`config.mk`:
```
export PLATFORM = sky130hd
export DESIGN_NAME = rx
export DESIGN_NICKNAME = d
export VERILOG_FILES = /design/src/rtl/rx_pkg.sv /design/src/rtl/rx_edge_det.sv /design/src/rtl/rx.sv
export SDC_FILE = /design/constraint.sdc
export NUM_CORES = 1
export LEC_CHECK = 0
export ABC_AREA = 1
export BUFFER_PORTS_ARGS = -buffer_cell sky130_fd_sc_hd__buf_2
export CORE_MARGIN = 2
export CORE_UTILIZATION = 25
export DETAILED_ROUTE_END_ITERATION = 10
export PLACE_DENSITY = 0.38
export SETUP_SLACK_MARGIN = 0.5
export SYNTH_ARGS = -nofsm -noshare
export SYNTH_HDL_FRONTEND = slang
export SYNTH_SLANG_ARGS = --single-unit
```
`constraint.sdc`:
```
create_clock -name i_clk -period 2 [get_ports i_clk]
set_clock_uncertainty 0.05 [all_clocks]
set_input_delay 0 -clock i_clk [delete_from_list [all_inputs] [get_ports i_clk]]
set_output_delay 0 -clock i_clk [all_outputs]
set_load 0.01 [all_outputs]
```
`src/rtl/rx_pkg.sv`:
```
// ---------------------------------------------------------------------------
// rx_pkg : shared FSM encoding and synchronizer depth for the serial receiver
// Revision: 1.0
// ---------------------------------------------------------------------------
`default_nettype none

package rx_pkg;

  localparam int SYNC_DEPTH = 2;

  typedef enum logic [1:0] {
    IDLE  = 2'd0,
    START = 2'd1,
    DATA  = 2'd2,
    STOP  = 2'd3
  } state_t;

endpackage

`default_nettype wire

```
`src/rtl/rx_edge_det.sv`:
```
// ---------------------------------------------------------------------------
// edge_det : synchronizer followed by a one-cycle rising-edge pulse
// Revision: 1.0
// ---------------------------------------------------------------------------
`default_nettype none

module edge_det
  import rx_pkg::*;
(
  input  logic clk,
  input  logic rst_n,
  input  logic d,
  output logic rise
);

  logic [SYNC_DEPTH-1:0] sync;
  logic                  prev;

  always_ff @(posedge clk or negedge rst_n) begin
    if (!rst_n) begin
      sync <= '0;
      prev <= 1'b0;
    end else begin
      sync <= {sync[SYNC_DEPTH-2:0], d};
      prev <= sync[SYNC_DEPTH-1];
    end
  end

  assign rise = sync[SYNC_DEPTH-1] & ~prev;

endmodule

`default_nettype wire

```
`src/rtl/rx.sv`:
```
// ---------------------------------------------------------------------------
// rx : oversampling serial receiver (MSB first) with framing/overrun flags
// Revision: 1.0
// ---------------------------------------------------------------------------
`default_nettype none

module rx
  import rx_pkg::*;
#(
  parameter int WIDTH_DATA = 8,
  parameter int NB_STOP    = 2,
  parameter int OVERSAMPLE = 16
) (
  input  logic                  i_clk,
  input  logic                  i_nrst,
  input  logic                  clk_rx,
  input  logic                  i_buf,
  output logic [WIDTH_DATA-1:0] o_data,
  output logic                  o_rdy,
  input  logic                  i_re,
  output logic                  o_ferr,
  output logic                  o_ovr
);

  localparam int BIT_MAX = (WIDTH_DATA > NB_STOP) ? WIDTH_DATA : NB_STOP;
  localparam int BW      = $clog2(BIT_MAX + 1);
  localparam int OW      = $clog2(OVERSAMPLE);

  localparam logic [OW-1:0] OS_MID    = OW'(OVERSAMPLE / 2 - 1);
  localparam logic [OW-1:0] OS_LAST   = OW'(OVERSAMPLE - 1);
  localparam logic [BW-1:0] DATA_LAST = BW'(WIDTH_DATA - 1);
  localparam logic [BW-1:0] STOP_LAST = BW'(NB_STOP - 1);

  logic                  tick;
  logic [SYNC_DEPTH-1:0] line_sync;
  logic                  line;

  state_t                state, state_nxt;
  logic [OW-1:0]         os_cnt, os_cnt_nxt;
  logic [BW-1:0]         bit_cnt, bit_cnt_nxt;
  logic [WIDTH_DATA-1:0] shift, shift_nxt;
  logic                  ferr_acc, ferr_acc_nxt;
  logic                  done;

  edge_det u_tick (
    .clk   (i_clk),
    .rst_n (i_nrst),
    .d     (clk_rx),
    .rise  (tick)
  );

  // Line idles high, so the synchronizer resets to 1 to avoid a false start.
  always_ff @(posedge i_clk or negedge i_nrst) begin
    if (!i_nrst) line_sync <= '1;
    else         line_sync <= {line_sync[SYNC_DEPTH-2:0], i_buf};
  end

  assign line = line_sync[SYNC_DEPTH-1];

  always_ff @(posedge i_clk or negedge i_nrst) begin
    if (!i_nrst) begin
      state    <= IDLE;
      os_cnt   <= '0;
      bit_cnt  <= '0;
      shift    <= '0;
      ferr_acc <= 1'b0;
    end else begin
      state    <= state_nxt;
      os_cnt   <= os_cnt_nxt;
      bit_cnt  <= bit_cnt_nxt;
      shift    <= shift_nxt;
      ferr_acc <= ferr_acc_nxt;
    end
  end

  always_comb begin
    state_nxt    = state;
    os_cnt_nxt   = os_cnt;
    bit_cnt_nxt  = bit_cnt;
    shift_nxt    = shift;
    ferr_acc_nxt = ferr_acc;
    done         = 1'b0;
    if (tick) begin
      case (state)
        IDLE: begin
          if (!line) begin
            state_nxt  = START;
            os_cnt_nxt = '0;
          end
        end
        START: begin
          if (os_cnt == OS_MID) begin
            os_cnt_nxt   = '0;
            bit_cnt_nxt  = '0;
            ferr_acc_nxt = 1'b0;
            state_nxt    = line ? IDLE : DATA;
          end else begin
            os_cnt_nxt = os_cnt + OW'(1);
          end
        end
        DATA: begin
          if (os_cnt == OS_LAST) begin
            os_cnt_nxt = '0;
            shift_nxt  = {shift[WIDTH_DATA-2:0], line};
            if (bit_cnt == DATA_LAST) begin
              bit_cnt_nxt = '0;
              state_nxt   = STOP;
            end else begin
              bit_cnt_nxt = bit_cnt + BW'(1);
            end
          end else begin
            os_cnt_nxt = os_cnt + OW'(1);
          end
        end
        STOP: begin
          if (os_cnt == OS_LAST) begin
            os_cnt_nxt = '0;
            if (!line) ferr_acc_nxt = 1'b1;
            if (bit_cnt == STOP_LAST) begin
              bit_cnt_nxt = '0;
              state_nxt   = IDLE;
              done        = 1'b1;
            end else begin
              bit_cnt_nxt = bit_cnt + BW'(1);
            end
          end else begin
            os_cnt_nxt = os_cnt + OW'(1);
          end
        end
        default: state_nxt = IDLE;
      endcase
    end
  end

  // Completion takes priority over a coincident read strobe.
  always_ff @(posedge i_clk or negedge i_nrst) begin
    if (!i_nrst) begin
      o_data <= '0;
      o_rdy  <= 1'b0;
      o_ferr <= 1'b0;
      o_ovr  <= 1'b0;
    end else if (done) begin
      o_data <= shift;
      o_ferr <= ferr_acc_nxt;
      o_ovr  <= o_rdy;
      o_rdy  <= 1'b1;
    end else if (i_re) begin
      o_rdy  <= 1'b0;
    end
  end

endmodule

`default_nettype wire

```
== Yosys cells after proc, flatten, opt, wreduce, memory -nomap -nowiden ==
Cells that the tools add are included.

* Add/sub/neg operators: 2
* Eq/ne operators: 13
* Multiplexer cells: 29
* Bitwise gates (word level): 2
* Reduce and logical (&&, ||, !) cells: 8

{| class="wikitable"
|+ Operators by type and width
! cell !! number
|-
| 2-to-1 mux 4 bit || 8
|-
| case mux 4 bit (3 select lines) || 2
|-
| 2-to-1 mux 2 bit || 7
|-
| != test 2 bit (second input constant) || 6
|-
| 2-to-1 mux 1 bit || 10
|-
| adder 4 x 1 -> 4 bit (second input constant) || 2
|-
| equality test 4 x 3 -> 1 bit (second input constant) || 2
|-
| case mux 2 bit (4 select lines) || 1
|-
| AND reduction 7 bit || 1
|-
| AND reduction 5 bit || 1
|-
| equality test 2 bit (second input constant) || 2
|-
| equality test 4 x 1 -> 1 bit (second input constant) || 1
|-
| equality test 4 bit (second input constant) || 1
|-
| AND reduction 3 bit || 1
|-
| nonzero test 3 bit || 1
|-
| equality test 2 x 1 -> 1 bit (second input constant) || 1
|-
| logical NOT 2 bit || 1
|-
| case mux 1 bit (2 select lines) || 1
|-
| AND reduction 2 bit || 1
|-
| nonzero test 2 bit || 1
|-
| OR reduction 2 bit || 1
|-
| AND 1 bit || 1
|-
| inverter 1 bit || 1
|}

* Register bits after elaboration: 35
* Input bits: 5
* Output and inout bits: 11
* Logic and storage cells: 66

== Depth between registers and ports, before layout ==
Gate-level depths: netlist (run 1).

* Depth after elaboration: 6
* Depth in mapped cells: 10
* Mapped depth without buffers: 10

== Cells and area by module ==
From an unflattened synthesis (run 1), not the netlist that was laid out.

* Cell total of the unflattened synthesis: 175
* Area, all modules: 1625.3 um2

{| class="wikitable"
|+ By module, submodules not included
! module !! times used !! cells each !! area an instance (um2) !! seq. area each (um2)
|-
| rx || 1 || 170 || 1540.2 || 803.3
|-
| edge_det || 1 || 5 || 85.1 || 75.1
|}

== Least setup slack after synthesis (run 1) ==
OpenSTA, ideal clock, no wires.

* Path kind: reg2reg
* Start: reg state[0]
* End: reg state[0]
* Library setup time: 0.119 ns
* Arrival time: 1.300 ns
* Data required time: 1.831 ns
* Slack: 0.531 ns
* Cell stages (with the launch flop): 11
* Path buffers: 0
* Period minus slack after synthesis: 1.469 ns
* Cells stage by stage: dfrtp_1 inv_1 ha_1 nand2_1 inv_1 nor2_2 nand2_1 nor2_4 nand2_2 nand2_1 o21ai_2

* Word-level cells in the longest chain between the ends: 3
* Elaborated cells on any way between the ends: 12
* Classes of those cells: 9 x eq/ne; 1 x mux; 2 x reduce/logical

{| class="wikitable"
|+ Ends and longest elaborated chain
! item !! line !! RTL
|-
| start, declared || rx.sv:38 || <nowiki>state_t state, state_nxt;</nowiki>
|-
| start signal, assigned || rx.sv:68 || <nowiki>state <= state_nxt;</nowiki>
|-
| equality test 2 bit (tied with other cells) || rx.sv:84 || <nowiki>case (state)</nowiki>
|-
| != test 2 bit (no line) || -- ||
|-
| AND reduction 7 bit (no line) || -- ||
|}

Parallel ways exist; a longest one is shown, timed or not.
A chain may end at the register's enable or synchronous reset.

==> results of run 1 <==
## synthesized netlist by cell type (all sizes together)
master  number
o21bai       1
nand3b       2
dfstp        2
inv         25
nor2        10
and2         1
ha           8
xor2         3
clkbuf       1
o21ai       24
a21o         1
nand4        2
dfrtp       33
buf          3
o22ai        1
mux2i        1
a211oi       1
nand3       13
nand2       46
## report_power, final
group	total [mW]	internal (mW)	leakage [nW]	switching, mW
registers	0.824	0.755	0.469	0.0685
clock network	0.507	0.243	0.0412	0.263
logic	0.533	0.234	0.494	0.299
## critical path, cell delays in order (launching register included)
cell,delay [ns]
dfrtp_2,0.45
inv_4,0.06
ha_4,0.16
nand2_2,0.05
inv_2,0.04
nor2_4,0.12
nand2_2,0.08
nor2_4,0.14
nand2_2,0.08
nand2_2,0.07
o21ai_2,0.05
## path summary, 6_finish.rpt
kind | startpoint | endpoint | slack (ns) | depth (start not counted)
hold reg to reg | u_tick.sync[0] | u_tick.sync[1] | 0.30 | 0
min in group i_clk | clk_rx | u_tick.sync[0] | 0.30 | 2
max in group asynchronous | i_nrst | state[0] | 1.08 | 2
hold / removal | i_nrst | o_ferr | 0.28 | 2
setup reg to reg | register | state[0] | 0.54 | 10
setup / recovery | register | state[0] | 0.54 | 10
## cell type report
class	count	area share, %
inverters	25	4.55
clock inverters	2	0.576
clock buffers	6	3.34
well taps	80	4.61
flip-flops and latches	35	40.6
multi-input cells	114	36.4
repair buffers	29	9.91
## what timing repair did
item                                    4_1_cts  5_1_grt
gates cloned                                  0        0
endpoints found under the setup margin       27       30
gates resized for setup                      10       21
pin swaps                                     3        5
buffers inserted                              4        5
hold buffers                                  4        0
endpoints found under the hold margin        36        0
## logic make-up (layout without fill, tap and decap cells)
family	Yosys count	after routing	share of synthesized area, %
AOI/OAI and AO/OA	28	28	11.5
xor gates and xnor gates	3	3	1.55
muxes	1	1	0.590
adders and majority gates	8	8	5.90
and+or+nand+nor	74	74	21.0
buffers and inverters	29	62	7.60
DFF	35	35	51.8
## per-stage QoR
stage                     cells  total power [mW]  hold slack, ns
after CTS                   286              1.76           0.294
final                       291              1.86           0.281
after global placement      270              1.18          0.0562
after floorplan             178              1.07          -0.346
after detailed placement    270              1.17          0.0595
after global routing        291              2.00           0.294
## cell usage in the layout (no fill, tap or decap), types with 2 or more instances in the layout
cell type	instances
nand3_1	9
nand2_1	41
nor2_4	5
nand3_2	3
nand4_1	2
ha_4	4
dfstp_2	2
xor2_1	3
buf_2	15
ha_1	4
buf_4	8
o21ai_1	2
dfrtp_2	2
nand3b_1	2
buf_12	2
dlygate4sd3_1	4
inv_1	19
nand2_2	5
inv_4	2
nor2_2	2
inv_2	4
o21ai_0	10
dfrtp_1	31
nor2_1	3
clkbuf_8	5
o21ai_2	11
## metal layers
layer,vias to the layer above,GRT usage (%),wire length (um)
met5,-,0,0
met4,0,3.84,57
met3,5,3.24,113
met2,17,14.3,1440
met1,560,12.1,1590
li1,629,-,-
## registers in the layout (all words and copies together), names as in the netlist, named ones only
name         flops
u_tick.prev      1
ferr_acc         1
os_cnt           4
o_ferr           1
o_rdy            1
shift            8
o_ovr            1
u_tick.sync      2
bit_cnt          4
line_sync        2
state            1
o_data           8
==> results.sh, run 1 <==
export IMPL_io_pins=16
export IMPL_syn_num_nets=191
export IMPL_multiInputGateArea_sq_um=791
export IMPL_fin_crit_sh_pct=72.8
export IMPL_wl_um=3200
export IMPL_syn_cell_area_sq_mm=0.00170
export IMPL_fin_setup_tns_ns=0
export IMPL_slew_violations=0
export IMPL_cts_buffers=5
export IMPL_crit_type="register to register"
export IMPL_fmax_ghz=0.687
export IMPL_rsz0062_at_grt="true"
export IMPL_tightest_slew_ns=0.786
export IMPL_synth_top_area_share_pct=48.7
export IMPL_cap_violations=0
export IMPL_cp_required_ns=2.12
export IMPL_hold_viol=0
export IMPL_hpwl_um=2170
export IMPL_clock_path_buffers=2
export IMPL_die_height_um=86.4
export IMPL_worst_slack_ns=0.544
export IMPL_final_nets=223
export IMPL_leakage_nw=1.00
export IMPL_htreeDepth=2
export IMPL_cts_tree="built"
export IMPL_ys_ff_latch=35
export IMPL_ys_seq_area_share_pct=51.8
export IMPL_path_clk_slew_ns=0.07
export IMPL_end_kind="register"
export IMPL_synth_area_per_cell_sq_um=9.52
export IMPL_drt_iter0_drc=57
export IMPL_ir_drop_v=0.000563
export IMPL_hold_class="input port to asynchronous set/reset pin"
export IMPL_setup_viol=0
export IMPL_cts_num_sinks=35
export IMPL_fp_dieW_um=86.4
export IMPL_cp_max_fo=4
export IMPL_stdcell_area_sq_mm=0.00217
export IMPL_antenna_found_initial=0
export IMPL_post_route_drc_count=0
export IMPL_synth_cell_types=28
export IMPL_syn_to_final_growth_pct=28.0
export IMPL_seqCellArea_sq_um=881
export IMPL_fp_row_count=30
export IMPL_arrival_ns=1.58
export IMPL_dpl_cell_area_sq_mm=0.00186
export IMPL_grt_pass1_vias=1150
export IMPL_wl_per_cell_um=11.0
export IMPL_synth_top_area_cell="dfrtp_1"
export IMPL_drt_pre_antenna_iters=4
export IMPL_gp_congestion=0.708
export IMPL_synth_cells=178
export IMPL_yosysWarnings=0
export IMPL_fillers=730
export IMPL_period_minus_slack_ns=1.46
export IMPL_utilization_pct=32.5
export IMPL_die_area_sq_mm=0.00746
export IMPL_io_buffers=15
export IMPL_grt_max_degree=36
export IMPL_outcome="finished clean"
export IMPL_clkLatencyLatePin_ns=0.28
export IMPL_dr_total_vias=1211
export IMPL_track_usage_pct=9.34
export IMPL_grt_pass1_wl_um=5390
export IMPL_critPathLaunchType="register"
export IMPL_root_buffer="clkbuf_8"
export IMPL_pre_cts_slack_ns=0.296
export IMPL_ys_top_cells_by_area="dfrtp_1 (49%), nand2_1 (10%), ha_1 (5.9%)"
export IMPL_relSlewSlack_pct=47.6
export IMPL_via_per_inst=4.16
export IMPL_core_area_sq_mm=0.00668
export IMPL_drive_above_1_share_pct=36.5
export IMPL_ant_nets=0
export IMPL_n_antenna_cell=0
export IMPL_overflow=0
export IMPL_power_density_mw_per_mm2=858
export IMPL_start_util_pct=25.4
Note: power is estimated with default switching activity, not from simulation.
==> run 2, diff against run 1 <==
--- a/config.mk
+++ b/config.mk
@@ -10,7 +10,7 @@
 export CORE_MARGIN = 2
 export CORE_UTILIZATION = 25
 export DETAILED_ROUTE_END_ITERATION = 10
-export PLACE_DENSITY = 0.38
+export PLACE_DENSITY = 0.4
 export SETUP_SLACK_MARGIN = 0.5
 export SYNTH_ARGS = -nofsm -noshare
 export SYNTH_HDL_FRONTEND = slang
==> constraint.sdc (replaced) <==
create_clock -name i_clk -period 1.2 [get_ports i_clk]
set_clock_uncertainty 0.05 [all_clocks]
set_input_delay 0 -clock i_clk [delete_from_list [all_inputs] [get_ports i_clk]]
set_output_delay 0 -clock i_clk [all_outputs]
set_load 0.01 [all_outputs]
==> results.sh, run 2 (synthesis gave the netlist of run 1 again) <==
export IMPL_wl_um=3380
export IMPL_top_regs="o_data (8), shift (8)"
export IMPL_ir_drop_v=0.000655
export IMPL_dp_cells=294
export IMPL_die_height_um=86.4
export IMPL_rsz0062_at_grt="true"
export IMPL_clock_path_buffers=2
export IMPL_pwr_share_clk_pct=29.5
export IMPL_cts_tree="built"
export IMPL_syn_to_final_growth_pct=47.2
export IMPL_arrival_ns=1.58
export IMPL_core_area_sq_mm=0.00668
export IMPL_cts_num_sinks=35
export IMPL_switchingPower_mw=1.14
export IMPL_dr_wl_met2_um=1510
export IMPL_internal_power_mw=2.47
export IMPL_grt_pass1_wl_um=6020
export IMPL_via_per_inst=4.09
export IMPL_routed_wl_met3_um=119
export IMPL_clkLatencyLatePin_ns=0.29
export IMPL_met1_length_um=1690
export IMPL_die_area_sq_mm=0.00746
export IMPL_mostFrequentLayoutCell="buf_4"
export IMPL_period_minus_slack_ns=1.44
export IMPL_stdcell_count=320
export IMPL_leakage_nw=1.18
export IMPL_cts_buffers=5
export IMPL_worst_slack_ns=-0.243
export IMPL_gp_congestion=0.706
export IMPL_path_clk_slew_ns=0.08
export IMPL_crit_type="register to register"
export IMPL_p_comb_share_pct=32.9
export IMPL_post_route_drc_count=0
export IMPL_end_kind="register"
export IMPL_wl_per_cell_um=10.6
export IMPL_htreeDepth=2
export IMPL_root_buffer="clkbuf_8"
export IMPL_hold_viol=0
export IMPL_final_nets=252
export IMPL_cap_violations=0
export IMPL_violations="negative setup slack"
export IMPL_drt_iter0_drc=59
export IMPL_slew_violations=0
export IMPL_grt_max_degree=36
export IMPL_ant_nets=0
export IMPL_fin_crit_sh_pct=120
export IMPL_mostFrequentLayoutCells="buf_4 (33), dfrtp_1 (31), nand2_1 (30)"
export IMPL_fp_row_count=30
export IMPL_switching_share_pct=31.7
export IMPL_power_density_mw_per_mm2=1450
export IMPL_fin_setup_tns_ns=-5.29
export IMPL_n_antenna_cell=0
export IMPL_start_util_pct=25.4
export IMPL_antenna_found_initial=0
export IMPL_cp_max_fo=6
export IMPL_dr_total_vias=1309
export IMPL_outcome="finished with violations"
export IMPL_drive_above_1_share_pct=51.2
export IMPL_io_buffers=15
export IMPL_hpwl_um=2250
export IMPL_critPathLaunchType="register"
export IMPL_seqPwrFrac_pct=37.6
export IMPL_tightest_slew_ns=0.258
export IMPL_fp_dieW_um=86.4
export IMPL_fmax_ghz=0.693
export IMPL_topRoutingLayerUsed="met4"
export IMPL_grt_pass1_vias=1312
export IMPL_overflow=0
export IMPL_cp_required_ns=1.33
export IMPL_track_usage_pct=10.4
export IMPL_relSlewSlack_pct=82.7
export IMPL_hold_class="input port to asynchronous set/reset pin"
export IMPL_setup_viol=30
export IMPL_io_pins=16
export IMPL_drt_pre_antenna_iters=4
==> run 2: timing repair <==
| action | in CTS | in global routing |
|---|---|---|
| setup endpoints to repair | 41 | 41 |
| pin swaps | 7 | 6 |
| hold endpoints to repair | 38 | 0 |
| resized for setup | 26 | 12 |
| setup buffers | 11 | 3 |
| hold buffers | 4 | 0 |
| gates cloned | 0 | 0 |
==> run 2: metal layers <==
metal	vias up	global-route usage [%]
met1	600	14.0
met5	-	0
met3	6	3.24
met2	17	15.7
met4	0	3.84
li1	686	-
==> run 2: worst paths after layout <==
kind / slack, ns / depth (start not counted) / to / from
min in group i_clk: 0.30 / 0 / u_tick.sync[1] / u_tick.sync[0]
max in group asynchronous: 0.69 / 3 / line_sync[0] / i_nrst
min: 0.15 / 3 / o_data[7] / i_nrst
max reg2reg: -0.24 / 8 / bit_cnt[1] / register
max: -0.24 / 8 / bit_cnt[1] / register
min reg2reg: 0.30 / 0 / u_tick.sync[1] / u_tick.sync[0]
==> run 2: power groups by stage <==
stage / combinational [mW] / sequential, mW / clock, mW
after floorplan: 0.500 / 1.35 / 0
after global placement: 0.898 / 1.35 / 0
after detailed placement: 0.891 / 1.35 / 0
after CTS: 1.10 / 1.36 / 1.11
after global routing: 1.31 / 1.37 / 1.18
final: 1.19 / 1.36 / 1.07
==> run 2: area by class of cell <==
type	count	area (sq um)
Fill cell	681	4190
Sequential cell	35	881
Multi-Input combinational cell	114	850
Timing Repair Buffer	58	457
Tap cell	80	100
Inverter	25	96.3
Clock buffer	5	68.8
Clock inverter	3	43.8
==> run 2: critical path: stages, from the launching register on <==
cell	delay, ns
dfrtp_2	0.45
buf_6	0.13
ha_4	0.17
nor2_4	0.11
o21ai_4	0.08
nor2_4	0.16
inv_2	0.07
nand2_1	0.06
nand2_1	0.05
==> run 2: per-stage QoR <==
| stage | utilization [%] | total power [mW] | setup slack [ns] | area, sq um | hold WS, ns |
|---|---|---|---|---|---|
| finish | 37.4 | 3.61 | -0.243 | 2500 | 0.153 |
| global route | 37.4 | 3.87 | -0.324 | 2500 | 0.156 |
| CTS | 36.4 | 3.57 | -0.240 | 2430 | 0.161 |
| detailed placement | 31.6 | 2.24 | -0.328 | 2110 | -0.0657 |
| global placement | 31.6 | 2.25 | -0.321 | 2110 | -0.0656 |
| floorplan | - | 1.85 | -0.216 | 1750 | -0.346 |
